===== config.mk =====
export PLATFORM = sky130hd
export DESIGN_NAME = mem_port_arbiter_flat
export DESIGN_NICKNAME = d
export VERILOG_FILES = /design/src/rtl/mem_port_arbiter_if.sv /design/src/rtl/mem_port_arbiter.sv /design/src/flat_wrapper.sv
export SDC_FILE = /design/constraint.sdc
export NUM_CORES = 1
export LEC_CHECK = 0
export BUFFER_PORTS_ARGS = -buffer_cell sky130_fd_sc_hd__buf_2
export CORE_AREA = 2 2 117 119
export CTS_CLUSTER_DIAMETER = 50
export DETAILED_ROUTE_END_ITERATION = 16
export DIE_AREA = 0 0 119 121
export GPL_TIMING_DRIVEN = 0
export PLACE_DENSITY = 0.8
export SLEW_MARGIN = 20
export SYNTH_ARGS = -nofsm -noshare
export SYNTH_HDL_FRONTEND = slang
export SYNTH_SLANG_ARGS = --single-unit

===== constraint.sdc =====
create_clock -name clk -period 2.8 [get_ports clk]
set_input_delay 0.28 -clock clk [delete_from_list [all_inputs] [get_ports clk]]
set_output_delay 0.28 -clock clk [all_outputs]
set_load 0.02 [all_outputs]

===== src/rtl/mem_port_arbiter_if.sv =====
// mem_port_arbiter_if
// Bundles the three buses around the memory port arbiter:
//   - CPU side    : cpu_req/we/addr/wdata in, cpu_ack/rdata/stall out
//   - loader side : dma_req/we/addr/wdata in, dma_ack/rdata out
//   - memory side : mem_en/we/addr/wdata out, mem_rdata in
// The slave modport is the arbiter's view. The master modport is the view
// of everything around it: the requesters and the memory.
interface mem_port_arbiter_if #(
    parameter int AW = 32,
    parameter int DW = 32
) ();
    logic          cpu_req;
    logic          cpu_we;
    logic [AW-1:0] cpu_addr;
    logic [DW-1:0] cpu_wdata;
    logic          cpu_ack;
    logic [DW-1:0] cpu_rdata;
    logic          cpu_stall;

    logic          dma_req;
    logic          dma_we;
    logic [AW-1:0] dma_addr;
    logic [DW-1:0] dma_wdata;
    logic          dma_ack;
    logic [DW-1:0] dma_rdata;

    logic          mem_en;
    logic          mem_we;
    logic [AW-1:0] mem_addr;
    logic [DW-1:0] mem_wdata;
    logic [DW-1:0] mem_rdata;

    modport slave (
        input  cpu_req, cpu_we, cpu_addr, cpu_wdata,
        output cpu_ack, cpu_rdata, cpu_stall,
        input  dma_req, dma_we, dma_addr, dma_wdata,
        output dma_ack, dma_rdata,
        output mem_en, mem_we, mem_addr, mem_wdata,
        input  mem_rdata
    );

    modport master (
        output cpu_req, cpu_we, cpu_addr, cpu_wdata,
        input  cpu_ack, cpu_rdata, cpu_stall,
        output dma_req, dma_we, dma_addr, dma_wdata,
        input  dma_ack, dma_rdata,
        input  mem_en, mem_we, mem_addr, mem_wdata,
        output mem_rdata
    );
endinterface


===== src/rtl/mem_port_arbiter.sv =====
// mem_port_arbiter
// Shares the unified instruction/data memory between the multicycle CPU
// and the program-loader/DMA port. Each access is sequenced as
// grant (IDLE) -> address phase (ACCESS) -> read-latency wait (WAIT) ->
// response (DONE). Ties are broken round-robin.
// Ports:
//   clk    - clock, rising edge
//   reset  - synchronous, active-high
//   bus    - mem_port_arbiter_if.slave: CPU request/ack/rdata/stall,
//            loader request/ack/rdata, memory strobe/we/addr/wdata/rdata
// Parameters:
//   AW, DW  - address / data width
//   RD_LAT  - memory read latency (1..4) from the mem_en cycle
module mem_port_arbiter #(
    parameter int AW     = 32,
    parameter int DW     = 32,
    parameter int RD_LAT = 1
) (
    input  logic              clk,
    input  logic              reset,
    mem_port_arbiter_if.slave bus
);
    typedef enum logic [1:0] {IDLE, ACCESS, WAIT, DONE} state_t;

    localparam logic       OWNER_CPU = 1'b0;
    localparam logic       OWNER_DMA = 1'b1;
    // Number of WAIT cycles still to go after the address phase.
    localparam logic [1:0] WAIT_LOAD = 2'(RD_LAT - 1);

    state_t        state;
    logic          owner;
    logic          last_grant;
    logic          pick_dma;
    logic [1:0]    wait_cnt;
    logic          mem_en_q;
    logic          mem_we_q;
    logic          cpu_ack_q;
    logic          dma_ack_q;
    logic [AW-1:0] mem_addr_q;
    logic [DW-1:0] mem_wdata_q;
    logic [DW-1:0] cpu_rdata_q;
    logic [DW-1:0] dma_rdata_q;

    // Round-robin pick: a lone requester wins; on a tie the one that was
    // not granted last time wins.
    always_comb begin
        pick_dma = 1'b0;
        if (bus.cpu_req && bus.dma_req) begin
            pick_dma = (last_grant == OWNER_CPU);
        end else begin
            pick_dma = bus.dma_req;
        end
    end

    // Access sequencer. mem_addr/mem_wdata double as the latched request
    // fields, so they naturally hold their last value outside ACCESS.
    // The read data capture and the owner's ack are set on the same edge
    // so the ack and its data appear together in DONE.
    always_ff @(posedge clk) begin
        if (reset) begin
            state       <= IDLE;
            owner       <= OWNER_CPU;
            last_grant  <= OWNER_DMA;
            wait_cnt    <= 2'd0;
            mem_en_q    <= 1'b0;
            mem_we_q    <= 1'b0;
            cpu_ack_q   <= 1'b0;
            dma_ack_q   <= 1'b0;
            mem_addr_q  <= '0;
            mem_wdata_q <= '0;
            cpu_rdata_q <= '0;
            dma_rdata_q <= '0;
        end else begin
            case (state)
                IDLE: begin
                    cpu_ack_q <= 1'b0;
                    dma_ack_q <= 1'b0;
                    if (bus.cpu_req || bus.dma_req) begin
                        owner      <= pick_dma;
                        last_grant <= pick_dma;
                        mem_en_q   <= 1'b1;
                        if (pick_dma) begin
                            mem_we_q    <= bus.dma_we;
                            mem_addr_q  <= bus.dma_addr;
                            mem_wdata_q <= bus.dma_wdata;
                        end else begin
                            mem_we_q    <= bus.cpu_we;
                            mem_addr_q  <= bus.cpu_addr;
                            mem_wdata_q <= bus.cpu_wdata;
                        end
                        state <= ACCESS;
                    end
                end

                ACCESS: begin
                    mem_en_q <= 1'b0;
                    mem_we_q <= 1'b0;
                    if (mem_we_q) begin
                        cpu_ack_q <= (owner == OWNER_CPU);
                        dma_ack_q <= (owner == OWNER_DMA);
                        state     <= DONE;
                    end else if (RD_LAT > 1) begin
                        wait_cnt <= WAIT_LOAD;
                        state    <= WAIT;
                    end else begin
                        if (owner == OWNER_DMA) begin
                            dma_rdata_q <= bus.mem_rdata;
                        end else begin
                            cpu_rdata_q <= bus.mem_rdata;
                        end
                        cpu_ack_q <= (owner == OWNER_CPU);
                        dma_ack_q <= (owner == OWNER_DMA);
                        state     <= DONE;
                    end
                end

                // wait_cnt counts the WAIT cycles left; data is valid
                // during the last one.
                WAIT: begin
                    if (wait_cnt == 2'd1) begin
                        if (owner == OWNER_DMA) begin
                            dma_rdata_q <= bus.mem_rdata;
                        end else begin
                            cpu_rdata_q <= bus.mem_rdata;
                        end
                        cpu_ack_q <= (owner == OWNER_CPU);
                        dma_ack_q <= (owner == OWNER_DMA);
                        wait_cnt  <= 2'd0;
                        state     <= DONE;
                    end else begin
                        wait_cnt <= wait_cnt - 2'd1;
                    end
                end

                DONE: begin
                    cpu_ack_q <= 1'b0;
                    dma_ack_q <= 1'b0;
                    state     <= IDLE;
                end

                default: begin
                    state <= IDLE;
                end
            endcase
        end
    end

    assign bus.mem_en    = mem_en_q;
    assign bus.mem_we    = mem_we_q;
    assign bus.mem_addr  = mem_addr_q;
    assign bus.mem_wdata = mem_wdata_q;
    assign bus.cpu_ack   = cpu_ack_q;
    assign bus.dma_ack   = dma_ack_q;
    assign bus.cpu_rdata = cpu_rdata_q;
    assign bus.dma_rdata = dma_rdata_q;
    assign bus.cpu_stall = bus.cpu_req & ~cpu_ack_q;
endmodule

===== src/flat_wrapper.sv =====
// flat-port wrapper written by rule: the top's interface ports become plain ports
module mem_port_arbiter_flat 
#(
    parameter int AW     = 32,
    parameter int DW     = 32,
    parameter int RD_LAT = 1
)
  (clk, reset, bus_cpu_req, bus_cpu_we, bus_cpu_addr, bus_cpu_wdata, bus_cpu_ack, bus_cpu_rdata, bus_cpu_stall, bus_dma_req, bus_dma_we, bus_dma_addr, bus_dma_wdata, bus_dma_ack, bus_dma_rdata, bus_mem_en, bus_mem_we, bus_mem_addr, bus_mem_wdata, bus_mem_rdata);
  mem_port_arbiter_if #(.AW(AW), .DW(DW)) bus_i ();
  input  logic clk;
  input  logic reset;
  input wire logic [$bits(bus_i.cpu_req)-1:0] bus_cpu_req;
  input wire logic [$bits(bus_i.cpu_we)-1:0] bus_cpu_we;
  input wire logic [$bits(bus_i.cpu_addr)-1:0] bus_cpu_addr;
  input wire logic [$bits(bus_i.cpu_wdata)-1:0] bus_cpu_wdata;
  output wire logic [$bits(bus_i.cpu_ack)-1:0] bus_cpu_ack;
  output wire logic [$bits(bus_i.cpu_rdata)-1:0] bus_cpu_rdata;
  output wire logic [$bits(bus_i.cpu_stall)-1:0] bus_cpu_stall;
  input wire logic [$bits(bus_i.dma_req)-1:0] bus_dma_req;
  input wire logic [$bits(bus_i.dma_we)-1:0] bus_dma_we;
  input wire logic [$bits(bus_i.dma_addr)-1:0] bus_dma_addr;
  input wire logic [$bits(bus_i.dma_wdata)-1:0] bus_dma_wdata;
  output wire logic [$bits(bus_i.dma_ack)-1:0] bus_dma_ack;
  output wire logic [$bits(bus_i.dma_rdata)-1:0] bus_dma_rdata;
  output wire logic [$bits(bus_i.mem_en)-1:0] bus_mem_en;
  output wire logic [$bits(bus_i.mem_we)-1:0] bus_mem_we;
  output wire logic [$bits(bus_i.mem_addr)-1:0] bus_mem_addr;
  output wire logic [$bits(bus_i.mem_wdata)-1:0] bus_mem_wdata;
  input wire logic [$bits(bus_i.mem_rdata)-1:0] bus_mem_rdata;
  assign bus_i.cpu_req = bus_cpu_req;
  assign bus_i.cpu_we = bus_cpu_we;
  assign bus_i.cpu_addr = bus_cpu_addr;
  assign bus_i.cpu_wdata = bus_cpu_wdata;
  assign bus_cpu_ack = bus_i.cpu_ack;
  assign bus_cpu_rdata = bus_i.cpu_rdata;
  assign bus_cpu_stall = bus_i.cpu_stall;
  assign bus_i.dma_req = bus_dma_req;
  assign bus_i.dma_we = bus_dma_we;
  assign bus_i.dma_addr = bus_dma_addr;
  assign bus_i.dma_wdata = bus_dma_wdata;
  assign bus_dma_ack = bus_i.dma_ack;
  assign bus_dma_rdata = bus_i.dma_rdata;
  assign bus_mem_en = bus_i.mem_en;
  assign bus_mem_we = bus_i.mem_we;
  assign bus_mem_addr = bus_i.mem_addr;
  assign bus_mem_wdata = bus_i.mem_wdata;
  assign bus_i.mem_rdata = bus_mem_rdata;
  mem_port_arbiter #(.AW(AW), .DW(DW), .RD_LAT(RD_LAT)) u_core (.clk(clk), .reset(reset), .bus(bus_i));
endmodule

==> results of run 1 <==
cell type report:
cell class	instances	area [um^2]	share of cell area [%]
buffer	50	297.8	3.757
timing repair buffer	297	1486	18.75
tap	176	220.2	2.778
inverter	3	11.26	0.1421
clock inverter	13	120.1	1.515
clock buffer	19	452.9	5.714
multi-input combinational	435	2575	32.49
sequential	138	2763	34.85
metal layers:
metal	GRT usage, %	up-vias	wire length (um)
met5	0	-	0
met4	7.813	0	317
met3	6.532	26	1198
met2	42.28	218	8599
met1	26.92	2531	6726
li1	-	2781	-
worst max-delay path: stages (launching register included):
cell       delay (ps)
dfxtp_1           400
inv_1              90
ha_1              280
and2b_4           220
a2111oi_4         540
buf_6             210
nand2_1            70
a21oi_1           150
flip-flops by register name, indices dropped and copies added, names as in the netlist:
register              flops
u_core.bus.dma_rdata     32
u_core.state              2
u_core.wait_cnt           2
u_core.bus.cpu_rdata     32
u_core.bus.dma_ack        1
u_core.last_grant         1
u_core.bus.mem_wdata     32
u_core.bus.mem_addr      32
u_core.bus.cpu_ack        1
u_core.bus.mem_en         1
u_core.bus.mem_we         1
u_core.owner              1
per-stage QoR:
stage / hold slack [ps] / instance area, um^2 / util, % / power [mW] / instances
2_1_floorplan: 416.0 / 5647 / - / 4.663 / 626
3_3_place_gp: 438.7 / 7353 / 56.20 / 5.595 / 1099
3_5_place_dp: 443.9 / 7353 / 56.20 / 5.662 / 1099
4_1_cts: 94.74 / 7926 / 60.58 / 7.819 / 1131
5_1_grt: 100.7 / 7926 / 60.58 / 8.216 / 1131
6_report: 112.1 / 7926 / 60.58 / 7.755 / 1131
kinds of logic (layout without fill, tap and decap cells):
group                      after synthesis  in the layout
DFF                                    138            138
adders and majority gates                6              6
and+or+nand+nor                        219            219
muxes                                   67             67
AOI/OAI and AO/OA                      143            143
buffers and inverters                   53            382
final timing paths:
path                                               start                       end  slack (ps)  cells past startpoint
worst min-delay path                    bus_mem_rdata[0]   u_core.bus.dma_rdata[0]         110                      3
worst min register to register  u_core.bus.dma_rdata[16]  u_core.bus.dma_rdata[16]         450                      2
worst max register to register           u_core.state[0]  u_core.bus.cpu_rdata[25]         760                      7
worst max-delay path                     u_core.state[0]  u_core.bus.cpu_rdata[25]         760                      7
power breakdown:
group          internal, mW  total [mW]  switching [mW]
Sequential             2.44        2.69           0.252
Combinational          1.05        2.92            1.87
Clock                  1.27        2.14           0.874
cell usage in the layout, fill, tap and decap left out, drive strengths merged:
cell / Yosys / routed
a31oi: 1 / 1
nand2: 132 / 132
and2b: 1 / 1
nor2b: 2 / 2
nor2: 75 / 75
a22oi: 1 / 1
clkbuf: 27 / 46
mux2i: 67 / 67
a21oi: 71 / 71
clkinvlp: 0 / 6
buf: 23 / 320
nor3b: 1 / 1
nand3: 1 / 1
clkinv: 0 / 4
or2: 2 / 2
o21a: 1 / 1
or2b: 1 / 1
a2111oi: 1 / 1
a211oi: 65 / 65
and4: 1 / 1
bufinv: 0 / 1
a2111o: 1 / 1
nand4: 1 / 1
nand2b: 1 / 1
a21boi: 1 / 1
dfxtp: 138 / 138
or4b: 1 / 1
ha: 6 / 6
inv: 3 / 5
a21o: 1 / 1
==> impl_results.md, run 1 <==
- Status: finished clean
- Hold Vio Cnt, Final: 0
- Static Leak: roughly 3.7 nW
- Avg WL per Cell: 14.89 um
- Worst Hold Class: primary input to register
- # rows: 42
- Register area share after synthesis: between 40% and 50%
- Fraction of synthesized area in multiplexers: 11.88%
- CTS clk-pin slew, worst paths: 60 ps
- DRC Markers: 0
- CTS max path bufs: 2
- H-tree depth: 4
- Share of layout cells above drive strength 1: 38.53%
- First-pass GRT wire length: 26.57 mm
- Die width: 119 um
- Worst setup EP type: register
- Max-cap violations: 0
- Vias per cell: 4.912
- Main combinational cell family by area after synthesis: compound AO/OA/AOI/OAI gates
- Power Density: 978.3 nW/um^2
- CP Class: register to register
- CTS tree: done
- Synth top cells by count: 138 x dfxtp_1, 132 x nand2_1, 75 x nor2_1
- Mapped Nets: between 700 and 800
- Post-CTS Hold Fix Bufs: 0
- Largest net degree at the start of global routing: 17
- Max Slew Vio Count: 0
- Ant. Diodes: 0
- Yosys warnings: 0
- GPL Wtd Cong: 0.8237
- Die Span Y: 121 um
- Count of TritonRoute iterations in the first routing pass: 4
- Post-synth EDFFs: 0
- Post-place setup slack: about 760 ps
- Final setup TNS: 0 ps
- Fin Clk Skew: a little over 6 ps
- Post-Synth Adder-Cell Area: 1.329%
- Startpoint class of the critical path: register
- Number of buffers created by CTS: 17
- Number of global-route vias before repair: 5272
- Unrepaired setup endpoints after global routing: false
- Starting density of the core: 43.15%
- CTS resizes: 0
- Simple-Gate Fraction of Synth Area: between 10% and 20%
- Hpwl dp: approximately 13 mm
- Layout area overhead: 40.37%
- Clock sinks: about 140
- GRT Util Overall: 23.53%
- Mapped Area: 5647 um^2
- Worst-Margin Slew: ~660 ps
- DRT Wirelength: 16.84 mm
- 1st-iter DRT viols: 308
- Remaining antenna violation count: 0
- Async SR Flop Fraction: 0%
- Fin crit period: 2044 ps
- Root Driver: clkbuf_16
- Synth area leader: dfxtp_1
- Primary FF master, synth: dfxtp_1
- Clock Latency Late Sink: 420 ps
- Fmax: 489.2 MHz
- Total gr overflow: 0
- Worst EP required: between 3000 and 4000 ps
- Count leader, synth: dfxtp_1
- Count of final setup violators: 0
- Crit Path Max Fanout: 10
- Top cells by area, synth: dfxtp_1 49%, mux2i_1 12%, nand2_1 8.8%
- # fillers: 1175
- Tcrit/Tclk final: 73.01%
- Synth Area in XOR/XNOR: 0%
- Worst path arrival time: 2380 ps
- Area of the core: 13090 um^2
- Number of port buffers: between 200 and 300
- Vias: 5556
- Mean post-synth cell area: 9.020 um^2
- Die area: 14400 um^2
- Initial antenna violation count: 0
- #FFs+latches synth: 138
- Post-route worst setup slack: around 760 ps
- IO Pins: 299
- Nets: 1114
- Maximum VDD drop: 494.4 uV
- Synthesized instance count: between 600 and 700
- Synth top area share: 48.93%
- Max_slew headroom: 56.29%
- Distinct cells, synth: 33
- Synth Area in Compound Gates: 17.11%
- Post-CTS Setup Bufs: 0
No activity file was read; power rests on OpenSTA's default activity.
==> inputs of run 2 (changes only) <==
- CORE_AREA: 2 2 117 119 -> 2 2 116 118
- DIE_AREA: 0 0 119 121 -> 0 0 118 120
- PLACE_DENSITY: 0.8 -> 0.81
- clock period: 2.8 -> 2.02 ns (I/O delays scaled with it)
==> impl_results.md, run 2 (synthesis gave the netlist of run 1 again) <==
- Status: finished clean
- Ant. Diodes: 0 (unchanged)
- Root Driver: clkbuf_16
- Clock Latency Late Sink: 420 ps (about the same)
- Fmax: 543.8 MHz (+11%)
- Total gr overflow: 0 (unchanged)
- 1st-iter DRT viols: 299 (-2.9%)
- Internal Pwr Total: 7.106 mW (+49%)
- Worst setup EP type: register
- Slowest CP cell: dfxtp_2
- Vias: 5529 (-0.49%)
- Clock sinks: 138 (unchanged)
- Max_slew headroom: 59.53% (+3.2 points)
- Power Density: 1397 nW/um^2 (+43%)
- Post-route worst setup slack: 181.0 ps (-574.8 ps)
- CP Class: register to register
- Fin crit period: 1839 ps (-205.2 ps)
- Worst EP required: 2360 ps (-780 ps)
- Fin Clk Skew: 11.18 ps (+5.061 ps)
- Max Slew Vio Count: 0 (unchanged)
- Max-cap violations: 0 (unchanged)
- Clock share of power: 30.4% (+2.7 points)
- Post-CTS Hold Fix Bufs: 0 (unchanged)
- # rows: 42 (unchanged)
- DRC Markers: 0 (unchanged)
- Count of TritonRoute iterations in the first routing pass: 5 (+1)
- First-pass GRT wire length: 26.13 mm (-1.7%)
- Hold Vio Cnt, Final: 0 (unchanged)
- IO Pins: 299 (unchanged)
- Count of final setup violators: 0 (unchanged)
- Crit Path Max Fanout: 10 (unchanged)
- Worst-Margin Slew: 607.0 ps (-48.63 ps)
- Tcrit/Tclk final: 91.04% (+18 points)
- Unrepaired setup endpoints after global routing: false
- Nets: 1114 (unchanged)
- Share of layout cells above drive strength 1: 38.89% (+0.35 points)
- Commonest non-fill, non-tap cell in the layout: buf_2
- CTS clk-pin slew, worst paths: 60 ps (about the same)
- CTS tree: done
- Avg WL per Cell: 14.86 um (-0.18%)
- Sequential power share: 33.5% (-1.2 points)
- DRT Wirelength: 16.80 mm (-0.27%)
- GRT Util Overall: 23.49% (-0.043 points)
- Post-place setup slack: 18.60 ps (-745.2 ps)
- Startpoint class of the critical path: register
- Number of buffers created by CTS: 17 (unchanged)
- Worst-path cell chain: inv_1, ha_1, or2b_1, and4_1, clkbuf_1, buf_2, nand2_1, a21oi_1
- Number of global-route vias before repair: 5316 (+0.83%)
- Remaining antenna violation count: 0 (unchanged)
- Die area: 14160 um^2 (-1.7%)
- Vias per cell: 4.893 (-0.40%)
- Initial antenna violation count: 0 (unchanged)
- Most frequent cells in the layout: 309 x buf_2, 137 x dfxtp_1, 132 x nand2_1
- Layout area overhead: 41.90%
- Inst Count DP: 1099 (unchanged)
- Sw Ratio: 36.52% (-2.0 points)
- Critical Path Max Stage Delay: 370 ps (-170 ps)
- H-tree depth: 4 (unchanged)
- Number of port buffers: 297 (unchanged)
- Largest net degree at the start of global routing: 17 (unchanged)
- Starting density of the core: 43.50% (+0.35 points)
- Die Span Y: 120 um (-0.83%)
- CTS max path bufs: 2 (unchanged)
- Combinational power share: 36.1% (-1.5 points)
- Maximum VDD drop: 641.8 uV (+30%)
- Hpwl dp: 13.01 mm (-1.6%)
- Static Leak: 3.734 nW (+1.7%)
- Final Non-Filler Cells: 1130 (-0.088%)
- Die width: 118 um (-0.84%)
- Final setup TNS: 0 ps (unchanged)
- Net Sw Power: 4.088 mW (+37%)
- Final Power: 11.19 mW (+44%)
- Area of the core: 12980 um^2 (-0.80%)
- Worst path arrival time: 2180 ps (-200 ps)
- Worst Hold Class: primary input to register
- GPL Wtd Cong: 0.8451 (+2.6%)
## run 2: cell count changes in the layout (fill, tap and decap cells not counted), sizes merged
| cell | delta |
|---|---|
| bufinv | +4 |
| clkinvlp | -4 |
| clkbuf | +2 |
| inv | -2 |
| clkinv | -1 |
## run 2: worst max-delay path: cells and delay by family (launching register included)
family	cells	cell delay, ps
fa+ha+maj	1	260
flops	1	370
buf+inv	3	540
simple gates	3	460
compound gates	1	130
## run 2: final timing paths
kind / startpoint / end / slack [ps] / cells past startpoint
worst max register to register: u_core.state[0] / u_core.bus.dma_rdata[19] / 180 / 8
worst min register to register: u_core.bus.dma_rdata[28] / u_core.bus.dma_rdata[28] / 450 / 2
worst min-delay path: bus_mem_rdata[25] / u_core.bus.cpu_rdata[25] / 30 / 3
worst max-delay path: u_core.state[0] / u_core.bus.dma_rdata[19] / 180 / 8
## run 2: area by class of cell
cell class / instances / area [um^2]
multi-input combinational: 435 / 2575
clock inverter: 10 / 191.4
fill: 1198 / 4967
inverter: 3 / 11.26
tap: 176 / 220.2
sequential: 138 / 2764
clock buffer: 21 / 460.4
buffer: 50 / 304.0
timing repair buffer: 297 / 1486
## run 2: through the flow
stage	instance area [um^2]	utilization [%]	hold WS, ps
2_1_floorplan	5647	-	338.0
5_1_grt	8013	61.73	31.24
4_1_cts	8005	61.67	18.07
6_report	8013	61.73	34.81
3_5_place_dp	7353	56.65	444.0
3_3_place_gp	7353	56.65	438.0
## run 2: repair_timing
action	in CTS	in global routing
setup buffers	0	0
pin swaps	1	1
setup endpoints to repair	5	96
resized for setup	0	11
## run 2: power by group through the flow
stage | clock network, mW | registers, mW | logic [mW]
final | 3.41 | 3.75 | 4.04
after global routing | 3.58 | 3.82 | 4.40
after CTS | 3.45 | 3.75 | 4.06
after detailed placement | 0 | 3.80 | 4.04
after global placement | 0 | 3.78 | 3.98
after floorplan | 0 | 4.53 | 1.94
## run 2: routing by layer
metal  track usage, %  share of wire, %
met3            5.846               6.2
met1            26.04                40
met2            43.75                52
met5                0                 0
met4            7.831               1.6
